--- src/rtl/pipe_stage_skid.sv ---
// pipe_stage_skid: IF/ID stage register with valid/ready handshake and a 2-entry skid buffer.
// Define PIPE_STAGE_PERF_EN to add saturating stall/flush performance counters.
`timescale 1ns/1ps
module pipe_stage_skid #(
   parameter int INSTR_W = 32,
   parameter int PC_W = 32,
   parameter logic [INSTR_W-1:0] BUBBLE_INSTR = {INSTR_W{1'b1}}
`ifdef PIPE_STAGE_PERF_EN
   ,parameter int CNT_W = 16
`endif
) (
   input  logic               clk,
   input  logic               rst,
   input  logic               in_valid,
   output logic               in_ready,
   input  logic [INSTR_W-1:0] in_instr,
   input  logic [PC_W-1:0]    in_pc,
   output logic               out_valid,
   input  logic               out_ready,
   output logic [INSTR_W-1:0] out_instr,
   output logic [PC_W-1:0]    out_pc,
   input  logic               flush,
`ifdef PIPE_STAGE_PERF_EN
   output logic [1:0]         occupancy,
   output logic [CNT_W-1:0]   stall_cnt,
   output logic [CNT_W-1:0]   flush_cnt
`else
   output logic [1:0]         occupancy
`endif
);
   logic               main_valid, skid_valid, accept, consume;
   logic [INSTR_W-1:0] main_instr, skid_instr;
   logic [PC_W-1:0]    main_pc, skid_pc;
   // in_ready depends only on registered skid state (plus the flush override)
   assign in_ready  = flush | ~skid_valid;
   assign out_valid = main_valid & ~flush;
   assign accept    = in_valid & in_ready;
   assign consume   = out_valid & out_ready;
   assign out_instr = out_valid ? main_instr : BUBBLE_INSTR;
   assign out_pc    = out_valid ? main_pc : '0;
   assign occupancy = {1'b0, main_valid} + {1'b0, skid_valid};
   always_ff @(posedge clk or negedge rst) begin
      if (!rst) begin
         main_valid <= 1'b0;
         skid_valid <= 1'b0;
         main_instr <= '0;
         main_pc    <= '0;
         skid_instr <= '0;
         skid_pc    <= '0;
      end else if (flush) begin
         main_valid <= 1'b0;
         skid_valid <= 1'b0;
      end else if (!main_valid || consume) begin
         if (skid_valid) begin
            main_instr <= skid_instr;
            main_pc    <= skid_pc;
            main_valid <= 1'b1;
            skid_valid <= 1'b0;
         end else begin
            main_valid <= accept;
            if (accept) begin
               main_instr <= in_instr;
               main_pc    <= in_pc;
            end
         end
      end else if (accept) begin
         skid_instr <= in_instr;
         skid_pc    <= in_pc;
         skid_valid <= 1'b1;
      end
   end
`ifdef PIPE_STAGE_PERF_EN
   always_ff @(posedge clk or negedge rst) begin
      if (!rst) begin
         stall_cnt <= '0;
         flush_cnt <= '0;
      end else begin
         if (out_valid && !out_ready && !(&stall_cnt)) stall_cnt <= stall_cnt + 1'b1;
         if (flush && !(&flush_cnt)) flush_cnt <= flush_cnt + 1'b1;
      end
   end
`endif
endmodule

--- config.mk ---
export PLATFORM = sky130hd
export DESIGN_NAME = pipe_stage_skid
export DESIGN_NICKNAME = d
export VERILOG_FILES = /design/src/rtl/pipe_stage_skid.sv
export SDC_FILE = /design/constraint.sdc
export NUM_CORES = 1
export LEC_CHECK = 0
export CAP_MARGIN = 20
export CORE_ASPECT_RATIO = 1.75
export CORE_MARGIN = 4
export CORE_UTILIZATION = 23
export CTS_CLUSTER_DIAMETER = 60
export DETAILED_ROUTE_END_ITERATION = 8
export PLACE_DENSITY = 0.39
export SYNTH_ARGS = -nofsm -noshare
export SYNTH_HDL_FRONTEND = slang
export SYNTH_SLANG_ARGS = --single-unit
--- constraint.sdc ---
create_clock -name clk -period 3.4 [get_ports clk]
set_clock_uncertainty 0.15 [all_clocks]
set_input_delay 0.85 -clock clk [delete_from_list [all_inputs] [get_ports clk]]
set_output_delay 0.85 -clock clk [all_outputs]
set_load 0.01 [all_outputs]
==> flow_metrics.py, run 1 <==
metrics = {
    "global_routing": {
        "grt_max_degree": 56,
        "grt_pass1_vias": 4431,
        "grt_pass1_wl_um": 25560,
        "use_met2_pct": 20.03,
        "grt_remaining_overflow": 0,
        "groute.usage.overall_pct": 11.11,
        "antenna_found_initial": 0,
        "use_met3_pct": 3.406,
        "top_usage_layer": "met2",
        "use_met1_pct": 11.90,
    },
    "final_layout": {
        "final.fill_count": 2725,
        "area_growth_pct": 37.36,
        "drive_above_1_share_pct": 30.85,
        "utilization_pct": 31.97,
        "diodes": 0,
        "final_cell_area_um2": 8672,
        "nets": 635,
    },
    "sta": {
        "slew_headroom_pct": 63.63,
        "rsz0062_at_grt": "false",
        "final_hold_viol_count": 0,
        "setup_viol": 0,
        "worstMarginPinSlew_ns": 0.5455,
        "slew_violations": 0,
        "period_needed_ns": 3.354,
        "max_freq_ghz": 0.2982,
        "timing.final.crit_share_pct": 98.64,
        "setup_tns_ns": 0,
    },
    "power": {
        "max-vdd-ir-drop_mv": 0.3012,
        "power.density_nw_per_um2": 546.8,
        "power_mw": 4.742,
        "leakage_nw": 3.754,
    },
    "floorplanning": {
        "coreArea_um2": 27130,
        "top_level_ports": 137,
        "die_w_um": 133.2,
        "rows": 80,
        "die_height_um": 227.2,
        "initial_core_util_pct": 23.27,
        "dieArea_um2": 30270,
    },
    "run_status": {
        "status": "finished clean",
    },
    "setup_path": {
        "crit_chain": "clkdlybuf4s50_1 > nand2b_4 > inv_2 > buf_12 > nand2b_1 > clkdlybuf4s50_1",
        "rr_startpoint": "skid_valid",
        "r2r_cells": 3,
        "cpMostUsedCell": "clkdlybuf4s50_1",
        "r2r_slack_ns": 1.29,
        "crit_buf_inv": 4,
        "max_stage_delay_ns": 0.55,
        "crit_family": "buffers and inverters",
        "r2r-end": "main_instr[16]",
        "crit_required_ns": 2.40,
        "slowest_stage": "clkdlybuf4s50_1",
        "endpoint_kind": "primary output",
        "crit_fanout": 30,
        "cp.arrival_ns": 2.35,
        "critical_path_class": "primary input to primary output",
        "start_kind": "primary input",
    },
    "logic_synthesis": {
        "synth_commonest_cells": "dfrtp_1, mux2_2, mux2_1, mux2_4, nand2b_1",
        "synth_ff_type": "dfrtp_1",
        "synth_area_leaders": "dfrtp_1, mux2_2, mux2_4, mux2_1, nand2b_1",
        "synthSimpleGateAreaFrac_pct": 7.392,
        "synth_xor_area_share_pct": 0,
        "synth_top_area_cell": "dfrtp_1",
        "synthCells": 424,
        "synth_mux_area_share_pct": 37.16,
        "synthArstFlopShare_pct": 100.0,
        "synthesis.area_um2": 6314,
        "synth_compound_area_share_pct": 0.1189,
        "syn_area_per_cell_um2": 14.89,
        "yosysUniqueCellTypes": 21,
        "yosysMostFrequentCell": "dfrtp_1",
        "synthesis.nets": 494,
        "yosys_warnings": 0,
        "synth_enable_flop_cells": 0,
        "synth.top_cell.area_share_pct": 51.53,
        "synth_top_family_by_area": "multiplexers",
        "synth_seq_cells": 130,
        "synthAdderAreaFrac_pct": 0.1982,
        "yosysSeqAreaShare_pct": 51.53,
    },
    "clocking": {
        "clk_pin_slew_worst_paths_ns": 0.05,
        "clkLatencyLatePin_ns": 0.42,
        "cts_tree": "yes",
        "htree_levels": 4,
        "clockBufferDepth": 2,
        "root_buffer": "clkbuf_16",
        "cts-buffers-inserted": 17,
        "cts.sinks": 130,
        "holdBufCountCts": 0,
    },
    "placed_design": {
        "io_buffers": 136,
        "dp_hpwl_um": 10920,
        "gp_congestion": 0.7251,
        "dpl_cell_area_um2": 8097,
    },
    "routing": {
        "vias_per_cell": 4.038,
        "ant_nets": 0,
        "post_drt_wl_per_cell_um": 17.02,
        "drtPass1Iterations": 4,
        "drc": 0,
        "vias": 3820,
        "first_iter_violations": 72,
        "wirelength_um": 16100,
    },
    "run": {
        "max_cap_viol_count": 0,
    },
    "min_path": {
        "hp-class": "primary input to asynchronous set/reset pin",
    },
}
state kept, by name, indices dropped and copies added (netlist names):
name        count
skid_pc        32
main_pc        32
skid_valid      1
skid_instr     32
main_valid      1
main_instr     32
layout by cell type (no fill, tap or decap):
cell type        instances
nor2_1                   2
dfrtp_4                  1
ha_1                     1
o21bai_1                 1
mux2_1                  60
buf_12                   6
nand2b_1                33
dlygate4sd2_1           32
clkdlybuf4s50_1         94
mux2_2                  83
mux2_4                  49
bufinv_16                2
clkbuf_8                 6
nor3_1                   1
clkinv_2                 2
dfrtp_1                129
nor2b_1                  1
clkbuf_1                 4
nand3_4                  1
clkbuf_16               17
nand2b_4                 1
and2_1                  32
buf_6                    1
inv_2                    1
buf_4                    7
nor3_4                   1
dlymetal6s2s_1           9
metrics by stage:
stage / hold slack, ns / worst slack, ns / std cells
global placement: 0.3177 / -0.03184 / 915
finish: 0.2338 / 0.04636 / 946
floorplan: 0.3085 / 0.6997 / 424
CTS: 0.2456 / 0.01022 / 946
global route: 0.2628 / 0.006694 / 946
detailed placement: 0.3252 / -0.04627 / 915
worst max-delay path by stage:
stage,slack [ns],from,endpoint,cells after the start
2_1_floorplan,0.70,flush,out_pc[0],5
3_3_place_gp,-0.03,flush,out_pc[21],6
3_5_place_dp,-0.05,flush,out_pc[15],6
4_1_cts,0.01,flush,out_instr[24],6
5_1_grt,0.007,flush,out_instr[30],6
6_report,0.05,flush,out_instr[25],6
cells by family (layout without fill, tap and decap cells):
group | after synthesis | count (layout)
mux | 192 | 192
flops | 130 | 130
simple gates | 72 | 72
buf+inv | 28 | 181
fa+ha+maj | 1 | 1
compound gates | 1 | 1
layer usage:
| metal | wire length, um | vias up | part of all wire, % |
|---|---|---|---|
| met5 | 0 | - | 0 |
| met4 | 369 | 0 | 2.3 |
| met3 | 724 | 18 | 4.5 |
| met2 | 8646 | 86 | 54 |
| met1 | 6364 | 1953 | 40 |
| li1 | - | 1763 | - |
power breakdown:
| part | switching (mW) | internal [mW] | total, mW |
|---|---|---|---|
| Combinational | 0.269 | 0.528 | 0.797 |
| Clock | 0.656 | 1.19 | 1.85 |
| Sequential | 0.182 | 1.92 | 2.10 |
what timing repair did:
action | in CTS | in global routing
resized for setup | 32 | 9
buffers inserted | 0 | 0
endpoints found under the setup margin | 32 | 9
cell type report:
class / instances / area [um2] / area share, %
clock buffers: 27 / 523.0 / 6.031
clock inverters: 4 / 70.07 / 0.8080
inverters: 1 / 3.754 / 0.04328
multi-input cells: 266 / 2839 / 32.74
flip-flops and latches: 130 / 3257 / 37.56
well taps: 369 / 461.7 / 5.324
repair buffers: 149 / 1518 / 17.50
Power figures use the tool's default switching activity.
==> run 2, diff against run 1 <==
- SKIP_LAST_GASP: default -> 1
==> flow_metrics.py, run 2 (synthesized netlist as in run 1, its figures left out) <==
metrics = {
    "floorplanning": {
        "rows": 80,
        "initial_core_util_pct": 23.27,
        "dieArea_um2": 30270,
        "die_w_um": 133.2,
        "die_height_um": 227.2,
        "top_level_ports": 137,
        "coreArea_um2": 27130,
    },
    "final_layout": {
        "layout_commonest_cell": "dfrtp_1",
        "area_growth_pct": 40.35,
        "nets": 638,
        "final.fill_count": 2709,
        "diodes": 0,
        "final_cell_mix": "dfrtp_1, clkdlybuf4s50_1, mux2_2, mux2_1, mux2_4",
        "drive_above_1_share_pct": 31.21,
        "utilization_pct": 32.67,
        "stdcell_count": 949,
    },
    "sta": {
        "final_hold_viol_count": 0,
        "setup_viol": 0,
        "slew_headroom_pct": 63.26,
        "rsz0062_at_grt": "true",
        "worstMarginPinSlew_ns": 0.5511,
        "period_needed_ns": 3.377,
        "whs_ns": 0.2332,
        "slew_violations": 0,
        "timing.final.ws_setup_ns": 0.02308,
        "timing.final.crit_share_pct": 99.32,
        "max_freq_ghz": 0.2961,
    },
    "power": {
        "net-switching-power_mw": 1.113,
        "leakage_nw": 4.203,
        "combPwrFrac_pct": 17.3,
        "clkPwrFrac_pct": 38.7,
        "p_int_mw": 3.653,
        "max-vdd-ir-drop_mv": 0.3010,
        "power.density_nw_per_um2": 537.8,
        "swShare_pct": 23.36,
        "seq_power_share_pct": 44.0,
    },
    "setup_path": {
        "cp.arrival_ns": 2.38,
        "crit_required_ns": 2.40,
        "critical_path_class": "primary input to primary output",
        "endpoint_kind": "primary output",
        "crit_fanout": 15,
        "start_kind": "primary input",
    },
    "global_routing": {
        "grt_pass1_vias": 4430,
        "grt_remaining_overflow": 0,
        "grt_pass1_wl_um": 25540,
        "groute.usage.overall_pct": 11.11,
        "antenna_found_initial": 0,
        "grt_max_degree": 56,
    },
    "routing": {
        "drc": 0,
        "vias_per_cell": 4.044,
        "drtPass1Iterations": 4,
        "post_drt_wl_per_cell_um": 17.87,
        "vias": 3838,
        "ant_nets": 0,
        "first_iter_violations": 59,
        "wirelength_um": 16960,
    },
    "placed_design": {
        "pre_cts_slack_ns": -0.04627,
        "dp_hpwl_um": 10920,
        "io_buffers": 136,
        "gp_congestion": 0.7251,
        "placedCellCount": 915,
    },
    "run": {
        "max_cap_viol_count": 0,
    },
    "min_path": {
        "hp-class": "primary input to asynchronous set/reset pin",
    },
    "clocking": {
        "cts.sinks": 130,
        "clkLatencyLatePin_ns": 0.42,
        "clk_pin_slew_worst_paths_ns": 0.05,
        "clockBufferDepth": 2,
        "htree_levels": 4,
        "root_buffer": "clkbuf_16",
        "cts-buffers-inserted": 17,
        "cts_tree": "yes",
    },
    "run_status": {
        "status": "finished clean",
    },
}
-- run 2: cell types whose count changed in the layout (fill, tap and decap cells not counted) --
cell	before	now
clkbuf_16	17	19
dlygate4sd2_1	32	0
inv_2	1	0
inv_8	0	1
buf_6	1	2
dlymetal6s2s_1	9	41
-- run 2: metrics by stage --
stage	cell area, um2	TNS, ns	power (mW)
after floorplan	6314	0	2.597
after global placement	8097	-0.5462	2.921
after detailed placement	8097	-0.7370	2.959
after CTS	8690	-0.7570	4.858
after global routing	8861	-0.3059	5.038
final	8861	0	4.766
-- run 2: critical path: stages --
cell and delay (ns):
clkdlybuf4s50_1 0.48, nand2b_4 0.16, inv_8 0.06, clkbuf_16 0.18
nand2b_1 0.10, clkdlybuf4s50_1 0.54
-- run 2: routing by layer --
layer | up-vias | GRT usage, % | wire, um
met2 | 86 | 20.03 | 9130
met5 | - | 0 | 0
li1 | 1769 | - | -
met1 | 1965 | 11.90 | 6779
met3 | 18 | 3.383 | 681
met4 | 0 | 5.115 | 366
-- run 2: final timing paths --
kind,start,to,slack (ns),depth (start not counted)
setup / recovery,flush,out_instr[25],0.02,6
min in group clk,skid_pc[20],skid_pc[20],0.33,1
hold / removal,rst,main_instr[19],0.23,1
setup reg to reg,skid_valid,main_instr[16],1.28,3
hold reg to reg,skid_pc[20],skid_pc[20],0.33,1
max in group asynchronous,rst,skid_valid,1.92,2
-- run 2: final cells by class --
class	instances	area, um2	area share, %
well taps	369	461.7	5.210
multi-input cells	266	2839	32.04
flip-flops and latches	130	3257	36.76
clock buffers	27	523.0	5.902
inverters	1	11.26	0.1271
clock inverters	4	70.07	0.7907
repair buffers	152	1699	19.18
-- run 2: timing repair --
action,CTS,global route
setup buffers,0,0
resized for setup,0,45
endpoints found under the setup margin,32,41
cloned,0,3
hold endpoints to repair,0,0
hold buffers,0,0
-- run 2: power by group through the flow --
stage	logic (mW)	registers (mW)	clock network, mW
5_1_grt	0.908	2.14	1.99
3_5_place_dp	0.835	2.12	0
2_1_floorplan	0.546	2.05	0
6_report	0.822	2.10	1.85
4_1_cts	0.839	2.10	1.92
3_3_place_gp	0.812	2.11	0
==> run 3, diff against run 2 <==
- ABC_AREA: default -> 1
- PLACE_DENSITY: 0.39 -> 0.38
==> flow_metrics.py, run 3 <==
metrics = {
    "global_routing": {
        "groute.usage.overall_pct": 14.18,
        "grt_pass1_wl_um": 33780,
        "grt_pass1_vias": 5860,
        "antenna_found_initial": 1,
        "grt_max_degree": 67,
        "grt_remaining_overflow": 0,
    },
    "run_status": {
        "status": "finished clean",
    },
    "min_path": {
        "hp-class": "primary input to asynchronous set/reset pin",
    },
    "logic_synthesis": {
        "synthesis.nets": 950,
        "synth_top_area_cell": "dfrtp_1",
        "yosysMostFrequentCell": "nand2_1",
        "synth_ff_type": "dfrtp_1",
        "synth_area_leaders": "dfrtp_1, nand2_1, nand3_1, inv_1, o21ai_0",
        "synthArstFlopShare_pct": 100.0,
        "synthesis.area_um2": 6538,
        "synth.top_cell.area_share_pct": 49.76,
        "yosys_warnings": 0,
        "synth_seq_cells": 130,
        "synthCells": 880,
        "synth_commonest_cells": "nand2_1, dfrtp_1, nand3_1, inv_1, o21ai_0",
        "synth_enable_flop_cells": 0,
        "syn_area_per_cell_um2": 7.429,
        "yosysUniqueCellTypes": 17,
        "yosysSeqAreaShare_pct": 49.76,
    },
    "clocking": {
        "holdBufCountCts": 0,
        "clkLatencyLatePin_ns": 0.42,
        "clockBufferDepth": 2,
        "root_buffer": "clkbuf_16",
        "clk_pin_slew_worst_paths_ns": 0.06,
        "htree_levels": 4,
        "cts.sinks": 130,
        "cts_tree": "yes",
        "cts-buffers-inserted": 17,
    },
    "floorplanning": {
        "rows": 81,
        "dieArea_um2": 31290,
        "die_height_um": 231.0,
        "initial_core_util_pct": 23.37,
        "coreArea_um2": 27970,
        "die_w_um": 135.4,
        "top_level_ports": 137,
    },
    "sta": {
        "slew_headroom_pct": 56.10,
        "rsz0062_at_grt": "false",
        "max_freq_ghz": 0.3091,
        "timing.final.crit_share_pct": 95.16,
        "slew_violations": 0,
        "setup_tns_ns": 0,
        "worstMarginPinSlew_ns": 0.6586,
        "setup_viol": 0,
        "whs_ns": 0.2292,
        "final_hold_viol_count": 0,
        "period_needed_ns": 3.235,
    },
    "final_layout": {
        "stdcell_count": 1381,
        "multi_input_area_um2": 2586,
        "area_growth_pct": 34.09,
        "nets": 1064,
        "final.fill_count": 3130,
        "final_cell_area_um2": 8766,
        "layout_commonest_cell": "nand2_1",
        "register_area_um2": 3257,
        "drive_above_1_share_pct": 8.838,
        "final_cell_mix": "nand2_1, clkdlybuf4s50_1, dfrtp_1, nand3_1, inv_1",
    },
    "placed_design": {
        "io_buffers": 136,
        "placedCellCount": 1348,
        "gp_congestion": 0.7022,
        "dpl_cell_area_um2": 8243,
        "dp_hpwl_um": 13280,
    },
    "setup_path": {
        "start_kind": "primary input",
        "cp-startpoint": "flush",
        "crit_fanout": 28,
        "endpoint": "out_instr[11]",
        "critical_path_class": "primary input to primary output",
        "r2r_slack_ns": 1.15,
        "crit_required_ns": 2.40,
        "endpoint_kind": "primary output",
        "cp.arrival_ns": 2.24,
        "r2r-end": "main_pc[14]",
        "r2r_cells": 5,
        "rr_startpoint": "skid_valid",
    },
    "routing": {
        "post_drt_wl_per_cell_um": 15.58,
        "ant_nets": 0,
        "drtPass1Iterations": 4,
        "vias_per_cell": 4.177,
        "first_iter_violations": 296,
        "drc": 0,
        "wirelength_um": 21520,
        "vias": 5769,
    },
    "power": {
        "power.density_nw_per_um2": 501.6,
        "max-vdd-ir-drop_mv": 0.3198,
        "leakage_nw": 4.359,
        "power_mw": 4.397,
    },
    "run": {
        "max_cap_viol_count": 0,
    },
}
## run 3: cell count changes after synthesis, sizes merged, moves of 34 or more
cell    before  now
nand2        0  326
nand2b      34    0
nand3        1  129
o21ai        0   65
inv          1  100
mux2       192    0
## run 3: cell type report
cell class	count	area share (%)
Clock inverter	6	0.3426
Clock buffer	26	5.581
Multi-Input combinational cell	588	29.50
Inverter	100	4.282
Sequential cell	130	37.15
Antenna cell	1	0.02855
Tap cell	373	5.324
Timing Repair Buffer	157	17.78
## run 3: report_power, final
group          switching [mW]  internal (mW)
registers               0.166           1.85
logic                   0.391          0.324
clock network           0.683          0.982
total                    1.24           3.16
## run 3: layer usage
layer	GRT usage (%)	vias up	part of all wire [%]
met1	16.72	2715	42
li1	-	2933	-
met4	4.224	0	1.2
met5	0	-	0
met3	2.867	13	3.5
met2	25.67	108	53
## run 3: how the worst min path moves through the flow
stage              startpoint  slack (ns)             end
3_3_place_gp   main_instr[26]        0.30  main_instr[26]
3_5_place_dp   main_instr[27]        0.30  main_instr[27]
5_1_grt                   rst        0.25   main_instr[5]
6_report                  rst        0.23   skid_instr[6]
4_1_cts                   rst        0.24   skid_instr[6]
2_1_floorplan   main_instr[0]        0.28   main_instr[0]
## run 3: metrics by stage
step | utilization, % | setup WS (ns)
2_1_floorplan | - | 0.8008
3_3_place_gp | 29.47 | -0.1389
3_5_place_dp | 29.47 | -0.1331
4_1_cts | 31.33 | 0.1477
5_1_grt | 31.34 | 0.08025
6_report | 31.34 | 0.1645
## run 3: kinds of logic after synthesis
logic type	synth area share (%)
buffers and inverters	11.12
AND/OR/NAND/NOR	33.67
AO/OA/AOI/OAI	5.263
adder cells (fa/ha/maj)	0.1914
flip-flops	49.76
## run 3: repair_timing
| item | CTS | global route |
|---|---|---|
| endpoints found under the hold margin | 0 | 0 |
| endpoints found under the setup margin | 60 | 0 |
| gates resized for setup | 3 | 0 |
| setup buffers | 0 | 0 |
## run 3: worst max-delay path, cell delays in order
cell and delay [ns]:
dlygate4sd2_1 0.28, inv_2 0.08, nand2_2 0.06, buf_6 0.17, or2_2 0.28, clkdlybuf4s50_1 0.49
